--- config.mk ---
export PLATFORM = sky130hd
export DESIGN_NAME = div_unit
export DESIGN_NICKNAME = d
export VERILOG_FILES = /design/src/rtl/div_pkg.sv /design/src/rtl/div_step.sv /design/src/rtl/div_unit.sv
export SDC_FILE = /design/constraint.sdc
export NUM_CORES = 1
export LEC_CHECK = 0
export ABC_CLOCK_PERIOD_IN_PS = 6500
export BUFFER_PORTS_ARGS = -buffer_cell sky130_fd_sc_hd__clkbuf_2
export CORE_MARGIN = 2
export CORE_UTILIZATION = 39
export DETAILED_ROUTE_END_ITERATION = 12
export PLACE_DENSITY_LB_ADDON = 0.1
export SETUP_SLACK_MARGIN = 0.2
export SYNTH_ARGS = -nofsm -noshare
export SYNTH_HDL_FRONTEND = slang
export SYNTH_SLANG_ARGS = --single-unit
export TNS_END_PERCENT = 10
--- constraint.sdc ---
create_clock -name clk_i -period 6.5 [get_ports clk_i]
set_clock_uncertainty 0.2 [all_clocks]
set_input_delay 0.325 -clock clk_i [delete_from_list [all_inputs] [get_ports clk_i]]
set_output_delay 0.325 -clock clk_i [all_outputs]
set_load 0.05 [all_outputs]
--- src/rtl/div_pkg.sv ---
// Shared types and constants for the iterative divider.
package div_pkg;

    localparam int DIV_WIDTH = 32;

    localparam logic [DIV_WIDTH-1:0] DBZ_QUOTIENT = '1;

    typedef enum logic [1:0] {
        IDLE,
        CALC,
        DONE
    } div_state_e;

endpackage

--- src/rtl/div_step.sv ---
// One radix-2 restoring division step: shift in a dividend bit, trial-subtract.
module div_step #(
    parameter int WIDTH = 32
) (
    input  logic [WIDTH-1:0] rem_i,
    input  logic             bit_i,
    input  logic [WIDTH-1:0] dvs_i,
    output logic [WIDTH-1:0] rem_o,
    output logic             qbit_o
);

    logic [WIDTH:0]   shifted;
    logic [WIDTH+1:0] diff;

    assign shifted = {rem_i, bit_i};
    // Extra top bit of diff is the borrow of the trial subtraction.
    assign diff    = {1'b0, shifted} - {2'b00, dvs_i};
    assign qbit_o  = ~diff[WIDTH+1];
    assign rem_o   = qbit_o ? diff[WIDTH-1:0] : shifted[WIDTH-1:0];

endmodule

--- src/rtl/div_unit.sv ---
// Multi-cycle signed/unsigned 32-bit divider, one quotient bit per cycle.
module div_unit
    import div_pkg::*;
#(
    parameter int WIDTH = DIV_WIDTH,
    parameter int CNT_W = 6
) (
    input  logic             clk_i,
    input  logic             rst_i,
    input  logic             start_i,
    input  logic             signed_i,
    input  logic [WIDTH-1:0] dividend_i,
    input  logic [WIDTH-1:0] divisor_i,
    output logic             busy_o,
    output logic             done_o,
    output logic             dbz_o,
    output logic [WIDTH-1:0] quotient_o,
    output logic [WIDTH-1:0] remainder_o
);

    div_state_e       state_q;
    logic [CNT_W-1:0] cnt_q;
    logic [WIDTH-1:0] dvd_q, dvs_q, rem_q;
    logic [WIDTH-1:0] quo_q, remo_q;
    logic             qneg_q, rneg_q;
    logic             busy_q, done_q, dbz_q;

    logic [WIDTH-1:0] rem_d, quo_d;
    logic [WIDTH-1:0] dvd_mag, dvs_mag;
    logic             qbit;

    div_step #(.WIDTH(WIDTH)) u_step (
        .rem_i  (rem_q),
        .bit_i  (dvd_q[WIDTH-1]),
        .dvs_i  (dvs_q),
        .rem_o  (rem_d),
        .qbit_o (qbit)
    );

    // Dividend register doubles as the quotient shift register.
    assign quo_d = {dvd_q[WIDTH-2:0], qbit};

    always_comb begin
        dvd_mag = dividend_i;
        dvs_mag = divisor_i;
        if (signed_i && dividend_i[WIDTH-1]) dvd_mag = -dividend_i;
        if (signed_i && divisor_i[WIDTH-1])  dvs_mag = -divisor_i;
    end

    always_ff @(posedge clk_i or negedge rst_i) begin
        if (!rst_i) begin
            state_q <= IDLE;
            cnt_q   <= '0;
            dvd_q   <= '0;
            dvs_q   <= '0;
            rem_q   <= '0;
            quo_q   <= '0;
            remo_q  <= '0;
            qneg_q  <= 1'b0;
            rneg_q  <= 1'b0;
            busy_q  <= 1'b0;
            done_q  <= 1'b0;
            dbz_q   <= 1'b0;
        end else begin
            done_q <= 1'b0;
            unique case (state_q)
                IDLE: begin
                    if (start_i) begin
                        busy_q <= 1'b1;
                        if (divisor_i == '0) begin
                            quo_q   <= DBZ_QUOTIENT[WIDTH-1:0];
                            remo_q  <= dividend_i;
                            dbz_q   <= 1'b1;
                            done_q  <= 1'b1;
                            state_q <= DONE;
                        end else begin
                            dvd_q   <= dvd_mag;
                            dvs_q   <= dvs_mag;
                            rem_q   <= '0;
                            cnt_q   <= '0;
                            qneg_q  <= signed_i &
                                       (dividend_i[WIDTH-1] ^ divisor_i[WIDTH-1]);
                            rneg_q  <= signed_i & dividend_i[WIDTH-1];
                            state_q <= CALC;
                        end
                    end
                end
                CALC: begin
                    dvd_q <= quo_d;
                    rem_q <= rem_d;
                    cnt_q <= cnt_q + 1'b1;
                    if (cnt_q == CNT_W'(WIDTH - 1)) begin
                        quo_q   <= qneg_q ? -quo_d : quo_d;
                        remo_q  <= rneg_q ? -rem_d : rem_d;
                        dbz_q   <= 1'b0;
                        done_q  <= 1'b1;
                        state_q <= DONE;
                    end
                end
                DONE: begin
                    busy_q  <= 1'b0;
                    state_q <= IDLE;
                end
                default: state_q <= IDLE;
            endcase
        end
    end

    assign busy_o      = busy_q;
    assign done_o      = done_q;
    assign dbz_o       = dbz_q;
    assign quotient_o  = quo_q;
    assign remainder_o = remo_q;

endmodule
### Word level (Yosys, flattened, before mapping)

Cells that the tools add are included.

| word-level totals | value |
|---|---|
| flip-flop bits (word level) | 173 |
| bits in latches | 0 |
| bits in writable memories | 0 |
| memory bits (read-only) | 0 |
| memories | 0 |

| operators by class | value |
|---|---|
| add/sub/neg operators | 6 |
| $mul | 0 |
| div/mod/pow operators | 0 |
| magnitude comparators | 0 |
| eq/ne operators | 7 |
| shift-type cells | 0 |
| multiplexer cells | 36 |
| bitwise gates (word level) | 5 |
| reduce and logical (&&, ||, !) cells | 11 |

Operator list:

| operator | count |
|---|---|
| $mux 32 | 15 |
| $pmux 32 s2 | 4 |
| $neg 32->32 | 4 |
| $sub 33x32->34 | 1 |
| $logic_not 32->1 | 1 |
| $mux 6 | 2 |
| $pmux 6 s2 | 1 |
| $ne 2x2->1 const B | 4 |
| $mux 1 | 7 |
| $add 6x1->6 const B | 1 |
| $eq 6x5->1 const B | 1 |
| $mux 2 | 3 |
| $pmux 1 s2 | 3 |
| $reduce_and 3->1 | 2 |
| $pmux 2 s2 | 1 |
| $reduce_and 2->1 | 2 |
| $reduce_and 4->1 | 1 |
| $reduce_bool 2->1 | 2 |
| $and 1x1->1 | 2 |
| $eq 2x1->1 const B | 1 |
| $eq 2x2->1 const B | 1 |
| $logic_and 1x1->1 | 2 |
| $logic_not 2->1 | 1 |
| $not 1->1 | 2 |
| $xor 1x1->1 | 1 |

### Logic depth before layout (Yosys ltp)

Gate-level depths: netlist of run 1.

| depth | value |
|---|---|
| depth in word-level cells | 6 |
| mapped depth | 23 |
| depth with buffers taken out | 19 |

### By module

Synthesis of run 1 repeated with hierarchy kept, for this count alone.

| second synthesis, totals | value |
|---|---|
| cell total of the unflattened synthesis | 1449 |
| area, all modules | 12175.4 sq um |

By module, submodules not included:

| module | times used | cells each | area each (sq um) | seq. area each (sq um) |
|---|---|---|---|---|
| div_unit | 1 | 1077 | 9801.9 | 4329.2 |
| div_step | 1 | 372 | 2373.5 | 0.0 |

### Worst setup path before layout of run 1

No wires, ideal clock.

| timing | value |
|---|---|
| path kind | register -> register |
| start point | reg rem_q[1] |
| end point | reg remo_q[24], in the netlist remainder_o[24] |
| setup time | 0.131 ns |
| arrival time | 5.007 ns |
| slack | 1.162 ns |
| cell stages (with the launch flop) | 21 |
| buffers on the path | 3 |
| period minus slack after synthesis | 5.338 ns |
| path through | dfrtp_1 ha_1 o211a_1 a21boi_4 o2111ai_4 a211oi_2 or3_4 inv_1 buf_6 clkbuf_1 clkbuf_1 mux2i_1 ha_1 nand2_1 or3_1 or4_1 nor4_1 o221ai_1 o31ai_1 xor2_1 o21ai_1 |

| between the ends | value |
|---|---|
| word-level cells in the longest chain between the ends | 6 |

Ends and longest elaborated chain:

| element | line | source |
|---|---|---|
| start: declaration | div_unit.sv:23 | `logic [WIDTH-1:0] dvd_q, dvs_q, rem_q;` |
| start signal: assignment | div_unit.sv:90 | `rem_q <= rem_d;` |
| $sub 33x32->34 | div_step.sv:17 | `assign diff = {1'b0, shifted} - {2'b00, dvs_i};` |
| $mux 32 * | div_step.sv:19 | `assign rem_o = qbit_o ? diff[WIDTH-1:0] : shifted[WIDTH-1:0];` |
| $neg 32->32 | div_unit.sv:94 | `remo_q <= rneg_q ? -rem_d : rem_d;` |
| $mux 32 * | div_unit.sv:94 |  |
| $mux 32 * | div_unit.sv:92 | `if (cnt_q == CNT_W'(WIDTH - 1)) begin` |
| $pmux 32 s2 * | div_unit.sv:66 | `unique case (state_q)` |
| end signal: assignment | div_unit.sv:72 | `remo_q <= dividend_i;` |
| end signal: assignment | div_unit.sv:94 |  |
| end: declaration | div_unit.sv:24 | `logic [WIDTH-1:0] quo_q, remo_q;` |

Every way passes the cells marked *; elsewhere a longest branch is shown, timed or not. The select of a mux whose other input is x is not followed.
A chain may end at the register's enable or synchronous reset.

### Worst setup path after layout of run 1

| timing | value |
|---|---|
| start point | reg rem_q[25] |
| end point | reg remo_q[24], in the netlist remainder_o[24] |

| between the ends | value |
|---|---|
| word-level cells in the longest chain between the ends | 6 |

Ends and longest elaborated chain:

| element | line |
|---|---|
| $sub 33x32->34 * | div_step.sv:17 |
| $mux 32 * | div_step.sv:19 |
| $neg 32->32 | div_unit.sv:94 |
| $mux 32 * | div_unit.sv:94 |
| $mux 32 * | div_unit.sv:92 |
| $pmux 32 s2 * | div_unit.sv:66 |

Marked as above.

==> impl_metrics.tcl, run 1 <==
set metrics [dict create \
    ys_ff_latch 173 \
    h-tree-depth 4 \
    rr_endpoint "remainder_o[24]$_DFFE_PN0P_" \
    setup_violations 0 \
    multi_input_area_um2 7300 \
    instances_no_fill 2000 \
    ys_warn_count 0 \
    grtUsageTotal_pct 23.2 \
    wirelength_mm 37.7 \
    min_period_ns 5.48 \
    synth_cell_types 80 \
    drt_iter0_drc 676 \
    cts_max_path_buffers 2 \
    clkSinkCount 173 \
    ys_seq_area_share_pct 35.6 \
    grt_pass1_wl_mm 60.0 \
    grtUsageMet2_pct 39.8 \
    rsz0062_at_grt "no" \
    syn_to_final_growth_pct 14.0 \
    row_count 64 \
    synth_area_um2 12200 \
    post-dp-hpwl_mm 28.8 \
    vias_per_cell 5.55 \
    synthAdderAreaFrac_pct 3.97 \
    antenna_found_initial 1 \
    drive_gt1_share_pct 13.5 \
    grt_pass1_vias 10500 \
    drc 0 \
    synth.cells.most_frequent "dfrtp_1, nand2_1, o21ai_0" \
    worstSetupStartpointType "register" \
    yosys.area.top_type "dfrtp_1" \
    fp.dieH_um 181 \
    synth_xor_area_share_pct 9.95 \
    slew_headroom_pct 42.6 \
    synth.most_common_cell "dfrtp_1" \
    die_area_um2 32600 \
    worstHoldEndpoint "dvs_q[4]$_DFFE_PN0P_" \
    maxCapViolations 0 \
    nFillCells 3147 \
    synth-main-ff-cell "dfrtp_1" \
    grt_max_degree 71 \
    place_congestion 0.859 \
    cts_root_buf "clkbuf_16" \
    dp_cells 1957 \
    synth_area_leaders "dfrtp_1, o21ai_0, a21oi_1, xor2_1, nand2_1" \
    synth_mux_area_share_pct 1.78 \
    yosys.area_share.simple_pct 18.5 \
    synth_edf_count 0 \
    firstDrtPassIters 5 \
    hold_viol 0 \
    hp-class "input pin to register" \
    cts_buffers 17 \
    io_pins 135 \
    timing.final.crit_share_pct 84.3 \
    regToRegSetupSlack_ns 1.02 \
    clk_latency_ns 0.45 \
    num_antenna_cells 0 \
    status "finished clean" \
    cts_tree "built" \
    use_met1_pct 30.9 \
    crit_type "register to register" \
    reg2reg_depth 17 \
    route.antenna.remaining_nets 0 \
    die_w_um 181 \
    r2r-start "rem_q[25]$_DFFE_PN0P_" \
    synthArstFlopShare_pct 100 \
    num_vias 11100 \
    hold_depth 4 \
    grt_busiest_layer "met2" \
    start_util_pct 39.6 \
    tightest_slew_ns 0.861 \
    holdWs_ns 0.0106 \
    syn-instance-count 1488 \
    final-seq-area_um2 4330 \
    setup_tns_ns 0 \
    min-delay-start "divisor_i[4]" \
    dpl_cell_area_um2 13200 \
    cp.arrival_ns 5.59 \
    required_ns 6.61 \
    overflow 0 \
    cts.repair.resized 0 \
    endpoint_kind "register" \
    synth_compound_area_share_pct 25.7 \
    met3_usage_pct 2.81 \
    drv_slew 0 \
    clkSlewWorstSetupHoldPaths_ns 0.07 \
    avgSynthCellArea_um2 8.17 \
    wl_per_cell_um 18.9 \
    cp_max_fo 20 \
    num-nets-final 1697 \
    yosysTopAreaCellShare_pct 35.6 \
    port_buffers 134 \
    fp.coreArea_um2 30700 \
    stdcell_area_um2 13800 \
    synth_top_family_by_area "compound AO/OA/AOI/OAI gates" \
    fmax_ghz 0.182 \
    synth_fp_nets 1594 \
]
==> logic make-up (layout without fill, tap and decap cells) <==
group / Yosys count / count (layout)
flip-flops: 173 / 173
multiplexers: 21 / 21
AO/OA/AOI/OAI: 512 / 512
adder cells (fa/ha/maj): 38 / 38
XOR/XNOR: 138 / 138
buffers and inverters: 137 / 253
AND/OR/NAND/NOR: 469 / 469
==> placed cells by master (no fill, tap or decap), types with 15 or more instances in the layout <==
| master | synthesis | final |
|---|---|---|
| xor2_1 | 79 | 79 |
| clkbuf_16 | 0 | 17 |
| inv_1 | 58 | 58 |
| a22oi_1 | 31 | 31 |
| clkbuf_2 | 0 | 133 |
| nor3_1 | 39 | 38 |
| buf_4 | 0 | 17 |
| ha_1 | 37 | 37 |
| nor2_1 | 122 | 119 |
| mux2i_1 | 18 | 18 |
| xnor2_1 | 59 | 59 |
| nand3_1 | 15 | 15 |
| a31oi_1 | 15 | 15 |
| or3_1 | 28 | 27 |
| nand2_1 | 167 | 166 |
| nor4_1 | 15 | 15 |
| o21ai_1 | 46 | 46 |
| a21oi_1 | 148 | 148 |
| o21ai_0 | 152 | 152 |
| dfrtp_1 | 173 | 173 |
| o31ai_1 | 24 | 24 |
==> per-stage QoR <==
step	util (%)	setup WS (ns)
floorplan	-	1.16
global placement	42.9	1.25
detailed placement	42.9	1.10
CTS	45.2	1.08
global route	45.2	0.689
finish	45.2	1.02
==> final cells by class <==
| type | instances | area share [%] |
|---|---|---|
| clock buffer | 19 | 3.20 |
| tap | 396 | 3.58 |
| inverter | 59 | 1.60 |
| timing repair buffer | 162 | 6.60 |
| sequential | 173 | 31.3 |
| clock inverter | 13 | 1.01 |
| multi-input combinational | 1178 | 52.7 |
==> repair_timing <==
action,in CTS,in global routing
hold buffers,11,0
buffers inserted,0,0
endpoints found under the hold margin,71,0
==> worst max-delay path: stages (launching register included) <==
cell      delay (ns)
dfrtp_1         0.43
ha_1            0.39
a21o_1          0.24
a21o_1          0.18
a21oi_1         0.32
o21ai_1         0.20
or3_4           0.51
inv_1           0.14
mux2i_1         0.32
ha_1            0.30
nand2_1         0.06
or3_1           0.33
or4_1           0.47
nor4_1          0.38
o221ai_1        0.31
o31ai_1         0.33
xor2_1          0.17
o21ai_1         0.07
==> how the worst max path moves through the flow <==
stage	startpoint	endpoint	slack, ns	cells past startpoint
3_5_place_dp	rem_q[25]$_DFFE_PN0P_	remainder_o[24]$_DFFE_PN0P_	1.10	17
3_3_place_gp	rem_q[1]$_DFFE_PN0P_	remainder_o[24]$_DFFE_PN0P_	1.25	17
4_1_cts	rem_q[25]$_DFFE_PN0P_	remainder_o[24]$_DFFE_PN0P_	1.08	17
6_report	rem_q[25]$_DFFE_PN0P_	remainder_o[24]$_DFFE_PN0P_	1.02	17
2_1_floorplan	rem_q[1]$_DFFE_PN0P_	remainder_o[24]$_DFFE_PN0P_	1.16	20
5_1_grt	rem_q[19]$_DFFE_PN0P_	remainder_o[24]$_DFFE_PN0P_	0.69	17
==> registers in the layout, summed over array words and instances, names as in the netlist <==
name / count
busy_o: 1
cnt_q: 6
dvs_q: 32
quotient_o: 32
dvd_q: 32
done_o: 1
rem_q: 32
dbz_o: 1
remainder_o: 32
qneg_q: 1
state_q: 2
rneg_q: 1
==> layer usage <==
metal  vias up  routed length, um
li1       5556                  -
met1      5256              17300
met2       263              18200
met3        29               1490
met4         0                720
met5         -                  0
Power of run 1 is not shown: default switching activity piles up to over one toggle a cycle in this logic, so the estimate is an artifact.
==> inputs of run 2 (changes only) <==
--- a/config.mk
+++ b/config.mk
@@ -5,7 +5,7 @@
 export SDC_FILE = /design/constraint.sdc
 export NUM_CORES = 1
 export LEC_CHECK = 0
-export ABC_CLOCK_PERIOD_IN_PS = 6500
+export ABC_CLOCK_PERIOD_IN_PS = 4900
 export BUFFER_PORTS_ARGS = -buffer_cell sky130_fd_sc_hd__clkbuf_2
 export CORE_MARGIN = 2
 export CORE_UTILIZATION = 39
==> constraint.sdc (replaced) <==
create_clock -name clk_i -period 4.9 [get_ports clk_i]
set_clock_uncertainty 0.2 [all_clocks]
set_input_delay 0.245 -clock clk_i [delete_from_list [all_inputs] [get_ports clk_i]]
set_output_delay 0.245 -clock clk_i [all_outputs]
set_load 0.05 [all_outputs]
==> impl_metrics.tcl, run 2 (synthesized netlist as in run 1, its figures left out) <==
set metrics [dict create \
    cts_max_path_buffers 2 \
    mostFrequentLayoutCells "dfrtp_1, nand2_1, o21ai_0, a21oi_1, clkbuf_2" \
    fp.dieH_um 181 \
    dp_worst_setup_slack_ns 0.00850 \
    stdcell_area_um2 15000 \
    vias_per_cell 5.54 \
    met3_usage_pct 2.85 \
    reg2reg_depth 18 \
    grt_busiest_layer "met2" \
    clkSlewWorstSetupHoldPaths_ns 0.07 \
    fin_util_pct 48.8 \
    drc 0 \
    required_ns 4.98 \
    crit_type "register to register" \
    rsz0062_at_grt "yes" \
    maxCapViolations 0 \
    num_vias 11600 \
    antenna_found_initial 0 \
    rr_endpoint "remainder_o[28]$_DFFE_PN0P_" \
    min_period_ns 4.58 \
    tightest_slew_ns 0.997 \
    setup_violations 0 \
    regToRegSetupSlack_ns 0.32 \
    syn_to_final_growth_pct 23.1 \
    final_common_cell "dfrtp_1" \
    use_met1_pct 31.8 \
    num-nets-final 1799 \
    die_w_um 181 \
    fp.coreArea_um2 30700 \
    min-delay-start "divisor_i[30]" \
    die_area_um2 32600 \
    cp.arrival_ns 4.67 \
    drive_gt1_share_pct 17.3 \
    slew_headroom_pct 33.5 \
    row_count 64 \
    grt_pass1_wl_mm 62.0 \
    cts_root_buf "clkbuf_16" \
    multi_input_area_um2 7500 \
    wl_per_cell_um 18.5 \
    final-seq-area_um2 4330 \
    holdWs_ns -0.00405 \
    clkSinkCount 173 \
    grtUsageTotal_pct 23.8 \
    violations "negative hold slack" \
    r2r-start "dvs_q[2]$_DFFE_PN0P_" \
    setup_ws_ns 0.316 \
    cts_tree "built" \
    cts_buffers 17 \
    start_util_pct 39.6 \
    drv_slew 0 \
    dpl_cell_area_um2 13600 \
    worstHoldEndpoint "dvs_q[30]$_DFFE_PN0P_" \
    grt_pass1_vias 11200 \
    grt_max_degree 94 \
    cp_common_cell "inv_1" \
    status "finished with violations" \
    firstDrtPassIters 5 \
    post-dp-hpwl_mm 29.2 \
    drt_iter0_drc 787 \
    hold_viol 1 \
    nFillCells 3058 \
    grtUsageMet2_pct 40.4 \
    slowest_stage "or4_4" \
    worstSetupStartpointType "register" \
    place_congestion 0.887 \
    fmax_ghz 0.218 \
    hp-class "input pin to register" \
    overflow 0 \
    port_buffers 134 \
    timing.final.crit_share_pct 93.6 \
    cp_max_fo 5 \
    hold_depth 3 \
    slowest_delay_ns 0.48 \
    num_antenna_cells 0 \
    wirelength_mm 38.8 \
    path_cells "inv_1 -> ha_4 -> o211a_1 -> a21boi_4 -> o2111ai_4 -> a211oi_2 -> or3_4 -> inv_1 -> mux2i_2 -> ha_2 -> nand2_1 -> or3_1 -> or4_4 -> nor4_4 -> o221ai_4 -> o31a_1 -> xnor2_1 -> o21ai_1" \
    io_pins 135 \
    endpoint_kind "register" \
    route.antenna.remaining_nets 0 \
    clk_latency_ns 0.43 \
    h-tree-depth 4 \
]
==> run 2: worst max path at each step <==
stage | start | to | slack (ns) | cells after the start
final | dvs_q[2]$_DFFE_PN0P_ | remainder_o[28]$_DFFE_PN0P_ | 0.32 | 18
after global routing | dvs_q[2]$_DFFE_PN0P_ | remainder_o[26]$_DFFE_PN0P_ | 0.08 | 19
after CTS | rem_q[3]$_DFFE_PN0P_ | remainder_o[24]$_DFFE_PN0P_ | 0.21 | 17
after detailed placement | rem_q[23]$_DFFE_PN0P_ | remainder_o[24]$_DFFE_PN0P_ | 0.009 | 17
after global placement | rem_q[23]$_DFFE_PN0P_ | remainder_o[24]$_DFFE_PN0P_ | 0.14 | 17
after floorplan | rem_q[2]$_DFFE_PN0P_ | remainder_o[24]$_DFFE_PN0P_ | -0.07 | 21
==> run 2: through the flow <==
step / setup TNS [ns] / hold WS [ns] / instances
5_1_grt: 0 / 0.0186 / 2100
3_5_place_dp: 0 / 0.128 / 2002
2_1_floorplan: -0.0952 / -0.251 / 1488
6_report: 0 / -0.00405 / 2100
3_3_place_gp: 0 / 0.124 / 2002
4_1_cts: 0 / 0.00292 / 2096
==> run 2: layout make-up <==
| type | count | area share, % |
|---|---|---|
| multi-input combinational | 1178 | 50.2 |
| clock buffer | 18 | 2.94 |
| tap | 396 | 3.31 |
| sequential | 173 | 28.9 |
| timing repair buffer | 264 | 12.3 |
| clock inverter | 12 | 0.920 |
| inverter | 59 | 1.48 |
==> run 2: worst max-delay path, delay by kind of cell, from the launching register on <==
family                     cells  cell delay, ns
adders and majority gates      2            0.44
muxes                          1            0.27
buffers and inverters          2            0.24
AOI/OAI and AO/OA              7            1.29
xor gates and xnor gates       1            0.15
and+or+nand+nor                5            1.49
DFF                            1            0.36
==> run 2: layer usage <==
layer / wire [um] / vias to the layer above / share of wire [%]
met5: 0 / - / 0
met2: 18600 / 300 / 48
met1: 17800 / 5542 / 46
met4: 897 / 0 / 2.3
met3: 1510 / 41 / 3.9
li1: - / 5751 / -
==> run 2: repair_timing <==
action	in CTS	in global routing
gates resized for setup	9	15
pin swaps	3	5
endpoints found under the hold margin	129	0
hold buffers	62	0
setup endpoints to repair	7	17
buffers inserted	2	4
Power of run 2 is left out for the same reason.
